===== src/rtl/pipe_pkg.sv =====
// Shared definitions for the fetch/decode pipeline buffers: default field
// widths, the bubble instruction and the entry record passed from IF to ID.
package pipe_pkg;

  localparam int unsigned ADDR_W_DEF  = 16;
  localparam int unsigned INSTR_W_DEF = 16;

  // Instruction presented downstream when no real entry is available.
  localparam logic [INSTR_W_DEF-1:0] NOP_INSTR_DEF = 16'h0000;

  // One fetched instruction together with the address it came from.
  typedef struct packed {
    logic [ADDR_W_DEF-1:0]  addr;
    logic [INSTR_W_DEF-1:0] instr;
  } if_id_entry_t;

endpackage : pipe_pkg


===== src/rtl/pipe_ptr_ctrl.sv =====
// Read/write pointer and occupancy tracker for a power-of-two circular
// buffer. Occupancy is kept as its own counter so that full and empty never
// alias when the pointers are equal. A flush empties the buffer in one edge
// and overrides any push or pop requested on that edge.
module pipe_ptr_ctrl #(
  parameter  int unsigned DEPTH = 2,
  localparam int unsigned PTR_W = $clog2(DEPTH),
  localparam int unsigned CNT_W = PTR_W + 1
) (
  input  logic             clk,
  input  logic             rst_n,
  input  logic             push_req,
  input  logic             pop_req,
  input  logic             flush,
  output logic             push,
  output logic             pop,
  output logic [PTR_W-1:0] wr_ptr,
  output logic [PTR_W-1:0] rd_ptr,
  output logic [CNT_W-1:0] count,
  output logic             full,
  output logic             empty
);

  logic [PTR_W-1:0] wr_ptr_q, wr_ptr_d;
  logic [PTR_W-1:0] rd_ptr_q, rd_ptr_d;
  logic [CNT_W-1:0] count_q, count_d;
  logic             full_s;
  logic             empty_s;
  logic             push_s;
  logic             pop_s;

  // Qualify requests against current occupancy; flush suppresses both.
  always_comb begin
    full_s  = (count_q == CNT_W'(DEPTH));
    empty_s = (count_q == {CNT_W{1'b0}});
    push_s  = push_req && !full_s  && !flush;
    pop_s   = pop_req  && !empty_s && !flush;
  end

  // Next-state for pointers and occupancy; pointers wrap by natural overflow.
  always_comb begin
    wr_ptr_d = wr_ptr_q;
    rd_ptr_d = rd_ptr_q;
    count_d  = count_q;
    if (flush) begin
      wr_ptr_d = {PTR_W{1'b0}};
      rd_ptr_d = {PTR_W{1'b0}};
      count_d  = {CNT_W{1'b0}};
    end else begin
      if (push_s) begin
        wr_ptr_d = wr_ptr_q + PTR_W'(1);
      end else begin
        wr_ptr_d = wr_ptr_q;
      end
      if (pop_s) begin
        rd_ptr_d = rd_ptr_q + PTR_W'(1);
      end else begin
        rd_ptr_d = rd_ptr_q;
      end
      case ({push_s, pop_s})
        2'b10:   count_d = count_q + CNT_W'(1);
        2'b01:   count_d = count_q - CNT_W'(1);
        default: count_d = count_q;
      endcase
    end
  end

  // Pointer/occupancy state, updated on the falling edge like the datapath.
  always_ff @(negedge clk or negedge rst_n) begin
    if (!rst_n) begin
      wr_ptr_q <= {PTR_W{1'b0}};
      rd_ptr_q <= {PTR_W{1'b0}};
      count_q  <= {CNT_W{1'b0}};
    end else begin
      wr_ptr_q <= wr_ptr_d;
      rd_ptr_q <= rd_ptr_d;
      count_q  <= count_d;
    end
  end

  // Drive outputs from the registered state and qualified strobes.
  always_comb begin
    push   = push_s;
    pop    = pop_s;
    wr_ptr = wr_ptr_q;
    rd_ptr = rd_ptr_q;
    count  = count_q;
    full   = full_s;
    empty  = empty_s;
  end

endmodule : pipe_ptr_ctrl


===== src/rtl/if_id_pipe_buf.sv =====
// IF/ID pipeline buffer: a DEPTH-entry queue of {addr, instr} pairs with
// valid/ready on both sides, one-edge flush, a NOP bubble when empty and a
// saturating count of edges on which ID stalled a valid head entry.
module if_id_pipe_buf
  import pipe_pkg::*;
#(
  parameter  int unsigned              ADDR_W    = ADDR_W_DEF,
  parameter  int unsigned              INSTR_W   = INSTR_W_DEF,
  parameter  int unsigned              DEPTH     = 2,
  parameter  logic [INSTR_W-1:0]       NOP_INSTR = INSTR_W'(NOP_INSTR_DEF),
  parameter  int unsigned              CNT_W     = 16,
  localparam int unsigned              PTR_W     = $clog2(DEPTH),
  localparam int unsigned              OCC_W     = PTR_W + 1
) (
  input  logic               clk,
  input  logic               rst_n,
  input  logic               in_valid,
  output logic               in_ready,
  input  logic [ADDR_W-1:0]  in_addr,
  input  logic [INSTR_W-1:0] in_instr,
  output logic               out_valid,
  input  logic               out_ready,
  output logic [ADDR_W-1:0]  out_addr,
  output logic [INSTR_W-1:0] out_instr,
  input  logic               flush,
  input  logic               clr_stats,
  output logic [OCC_W-1:0]   count,
  output logic [CNT_W-1:0]   stall_cnt
);

  logic             push_s;
  logic             pop_s;
  logic [PTR_W-1:0] wr_ptr_s;
  logic [PTR_W-1:0] rd_ptr_s;
  logic [OCC_W-1:0] count_s;
  logic             full_s;
  logic             empty_s;

  // Storage is deliberately left unreset; empty masking hides stale data.
  logic [ADDR_W-1:0]  mem_addr_q  [DEPTH];
  logic [INSTR_W-1:0] mem_instr_q [DEPTH];

  logic [CNT_W-1:0] stall_cnt_q, stall_cnt_d;
  logic             stall_inc_s;

  pipe_ptr_ctrl #(
    .DEPTH (DEPTH)
  ) u_ptr_ctrl (
    .clk      (clk),
    .rst_n    (rst_n),
    .push_req (in_valid),
    .pop_req  (out_ready),
    .flush    (flush),
    .push     (push_s),
    .pop      (pop_s),
    .wr_ptr   (wr_ptr_s),
    .rd_ptr   (rd_ptr_s),
    .count    (count_s),
    .full     (full_s),
    .empty    (empty_s)
  );

  // Capture the accepted fetch entry into the tail slot.
  always_ff @(negedge clk) begin
    if (push_s) begin
      mem_addr_q[wr_ptr_s]  <= in_addr;
      mem_instr_q[wr_ptr_s] <= in_instr;
    end
  end

  // Present the head entry, or a bubble with zero address when empty.
  always_comb begin
    in_ready  = !full_s;
    out_valid = !empty_s;
    count     = count_s;
    if (empty_s) begin
      out_addr  = {ADDR_W{1'b0}};
      out_instr = NOP_INSTR;
    end else begin
      out_addr  = mem_addr_q[rd_ptr_s];
      out_instr = mem_instr_q[rd_ptr_s];
    end
  end

  // Stall counter next value: clear wins, otherwise saturating increment.
  always_comb begin
    stall_inc_s = out_valid && !out_ready && !flush;
    stall_cnt_d = stall_cnt_q;
    if (clr_stats) begin
      stall_cnt_d = {CNT_W{1'b0}};
    end else if (stall_inc_s && (stall_cnt_q != {CNT_W{1'b1}})) begin
      stall_cnt_d = stall_cnt_q + CNT_W'(1);
    end else begin
      stall_cnt_d = stall_cnt_q;
    end
  end

  // Stall counter state.
  always_ff @(negedge clk or negedge rst_n) begin
    if (!rst_n) begin
      stall_cnt_q <= {CNT_W{1'b0}};
    end else begin
      stall_cnt_q <= stall_cnt_d;
    end
  end

  // Expose the stall counter.
  always_comb begin
    stall_cnt = stall_cnt_q;
  end

endmodule : if_id_pipe_buf


===== config.mk =====
export PLATFORM = sky130hd
export DESIGN_NAME = if_id_pipe_buf
export DESIGN_NICKNAME = d
export VERILOG_FILES = /design/src/rtl/pipe_pkg.sv /design/src/rtl/pipe_ptr_ctrl.sv /design/src/rtl/if_id_pipe_buf.sv
export SDC_FILE = /design/constraint.sdc
export NUM_CORES = 1
export LEC_CHECK = 0
export ABC_AREA = 1
export BUFFER_PORTS_ARGS = -buffer_cell sky130_fd_sc_hd__buf_2
export CORE_MARGIN = 2
export CORE_UTILIZATION = 53
export DETAILED_ROUTE_END_ITERATION = 12
export PLACE_DENSITY = 0.9
export SLEW_MARGIN = 15
export SYNTH_ARGS = -nofsm -noshare
export SYNTH_HDL_FRONTEND = slang
export SYNTH_SLANG_ARGS = --single-unit

===== constraint.sdc =====
create_clock -name clk -period 3.45 [get_ports clk]
set_clock_uncertainty 0.2 [all_clocks]
set_input_delay 0.345 -clock clk [delete_from_list [all_inputs] [get_ports clk]]
set_output_delay 0.345 -clock clk [all_outputs]
set_load 0.01 [all_outputs]

==> out/qor.yml <==
setup_path:
  endpoint_kind: "output pin"
  cp-start-kind: "flip-flop"
  required_ps: 2900
  worstRegToRegCells: 9
  cp_max_fo: 8
  worstPathArrival_ps: 3320
  crit_type: "flip-flop to output pin"
floorplan:
  pin_count: 90
  initial_core_util_pct: 54.4
  die_width_um: 87.0
  die_h_um: 87.0
  core_area_um2: 6720
  placement_rows: 30
  die_area_um2: 7580
placement:
  routabilityCongestion: 0.902
  dp_cells: 527
  placed_cell_area_um2: 4270
  place_ws_ps: 87.7
  dp_hpwl_um: 5580
  port_buffers: 89
timing:
  whs_ps: 273
  grt_setup_unrepaired: "true"
  worst_pin_slew_ps: 528
  hold_viol_final: 0
  setup_viol: 33
  finalMaxSlewViolations: 0
  setup_slack_ps: -413
  tns_ps: -9190
  relSlewSlack_pct: 64.8
synth:
  avgSynthCellArea_um2: 10.2
  synth-seq-cells: 84
  syn_inst: 360
  yosysSeqAreaShare_pct: 66.3
  synth_nets: 399
  ys_types: 24
  yosys_warnings: 0
  syn_area_um2: 3650
pwr:
  power_density_nw_per_um2: 734
  peakVddDrop_v: 0.000590
  cellLeakagePower_nw: 2.45
  total_power_mw: 3.81
layout:
  final_common_cell: "nand2_1"
  final_cells: 617
  design_area_um2: 5190
  final_nets: 571
  antennaDiodeCount: 0
  most-common-layout-cells: "nand2_1 (118), buf_2 (86), inv_1 (80)"
  syn_to_final_growth_pct: 41.9
  post-route-util_pct: 77.2
  drive_gt1_share_pct: 35.2
run_status:
  status: "finished with violations"
  violations: "negative setup slack"
cts:
  cts_tree: "yes"
  h-tree-depth: 3
  clk_latency_ps: 350
  cts_num_sinks: 84
  cts_max_path_buffers: 2
  path_clk_slew_ps: 70
  cts_buffers: 9
  clockRootBuffer: "clkbuf_8"
routing:
  drc_errors: 0
  wl_per_cell_um: 19.1
  vias: 3524
  first_pass_iters: 5
  drt-initial-drc-count: 368
  totalWireLength_um: 11800
  viasPerCell: 5.71
  ant_nets: 0
global_route:
  grt_pass1_wl_um: 15700
  antenna_found_initial: 1
  grt_max_degree: 33
  track_usage_pct: 27.4
  grt_pass1_vias: 3482
  overflow: 0
job:
  drv_cap: 0
worst_hold_path:
  min_path_cells: 2
  hold_path_class: "flip-flop to flip-flop"
==> path summary, 6_finish.rpt <==
check | start | to | slack [ps]
setup reg to reg | stall_cnt[0]$_DFFE_NN0P_ | stall_cnt[6]$_DFFE_NN0P_ | 1320
min in group asynchronous | rst_n | stall_cnt[14]$_DFFE_NN0P_ | 1360
hold / removal | stall_cnt[1]$_DFFE_NN0P_ | stall_cnt[1]$_DFFE_NN0P_ | 270
setup / recovery | u_ptr_ctrl.rd_ptr$_DFFE_NN0P_ | out_addr[14] | -410
hold reg to reg | stall_cnt[1]$_DFFE_NN0P_ | stall_cnt[1]$_DFFE_NN0P_ | 270
max in group asynchronous | rst_n | u_ptr_ctrl.count[0]$_DFFE_NN0P_ | 1320
==> cell type report <==
| class | count | area (um2) |
|---|---|---|
| Clock inverter | 71 | 338 |
| Inverter | 19 | 91.3 |
| Timing Repair Buffer | 111 | 790 |
| Sequential cell | 84 | 2420 |
| Clock buffer | 9 | 124 |
| Multi-Input combinational cell | 243 | 1320 |
| Tap cell | 80 | 100 |
| Fill cell | 387 | 1530 |
==> state kept, by name, summed over array words and instances, names as in the netlist <==
| register | cells |
|---|---|
| stall_cnt | 16 |
| mem_instr_q | 32 |
| u_ptr_ctrl.rd_ptr | 1 |
| mem_addr_q | 32 |
| u_ptr_ctrl.wr_ptr | 1 |
| u_ptr_ctrl.count | 2 |
==> what timing repair did <==
action                     in CTS  in global routing
gates resized for setup        44                 47
setup buffers                   4                  1
setup endpoints to repair      33                 34
pin swaps                       4                 18
hold buffers                    0                  0
gates cloned                    5                  1
==> Yosys cell counts (all sizes together) <==
cell	instances	share of area [%]
o21ai	4	0.55
a21oi	32	4.4
edfxtp	64	53
buf	5	0.75
dfrtn	20	14
inv	20	2.1
nor2	27	3.8
nand4	14	2.4
nand2	141	14
nand3	10	1.4
nand3b	2	0.41
o21bai	3	0.62
xnor2	2	0.48
xor2	2	0.48
ha	1	0.34
clkbuf	8	0.82
or2	2	0.34
nor3	3	0.41
==> logic make-up after synthesis <==
family	synth area share [%]
AOI/OAI and AO/OA	5.55
buffers and inverters	3.63
adders and majority gates	0.342
DFF	66.3
xor gates and xnor gates	0.959
and+or+nand+nor	23.2
==> routing by layer <==
metal / routed length, um / track usage (%) / vias up
li1: - / - / 1560
met1: 4070 / 31.3 / 1645
met2: 6200 / 47.7 / 272
met3: 1080 / 8.53 / 47
met4: 427 / 11.2 / 0
met5: 0 / 0 / -
==> critical path, cell delays in order (launching register included) <==
cell and delay [ps]:
dfrtn_1 450, buf_12 160, buf_8 120, nand2_1 80
a21oi_1 240, buf_2 180
==> where the power goes <==
part	total (mW)	switching [mW]	internal (mW)	leakage, nW
registers	1.24	0.0509	1.19	0.862
logic	1.40	0.827	0.568	1.14
clock network	1.17	0.759	0.407	0.452
total	3.81	1.64	2.17	2.45
No activity file was read; power rests on OpenSTA's default activity.
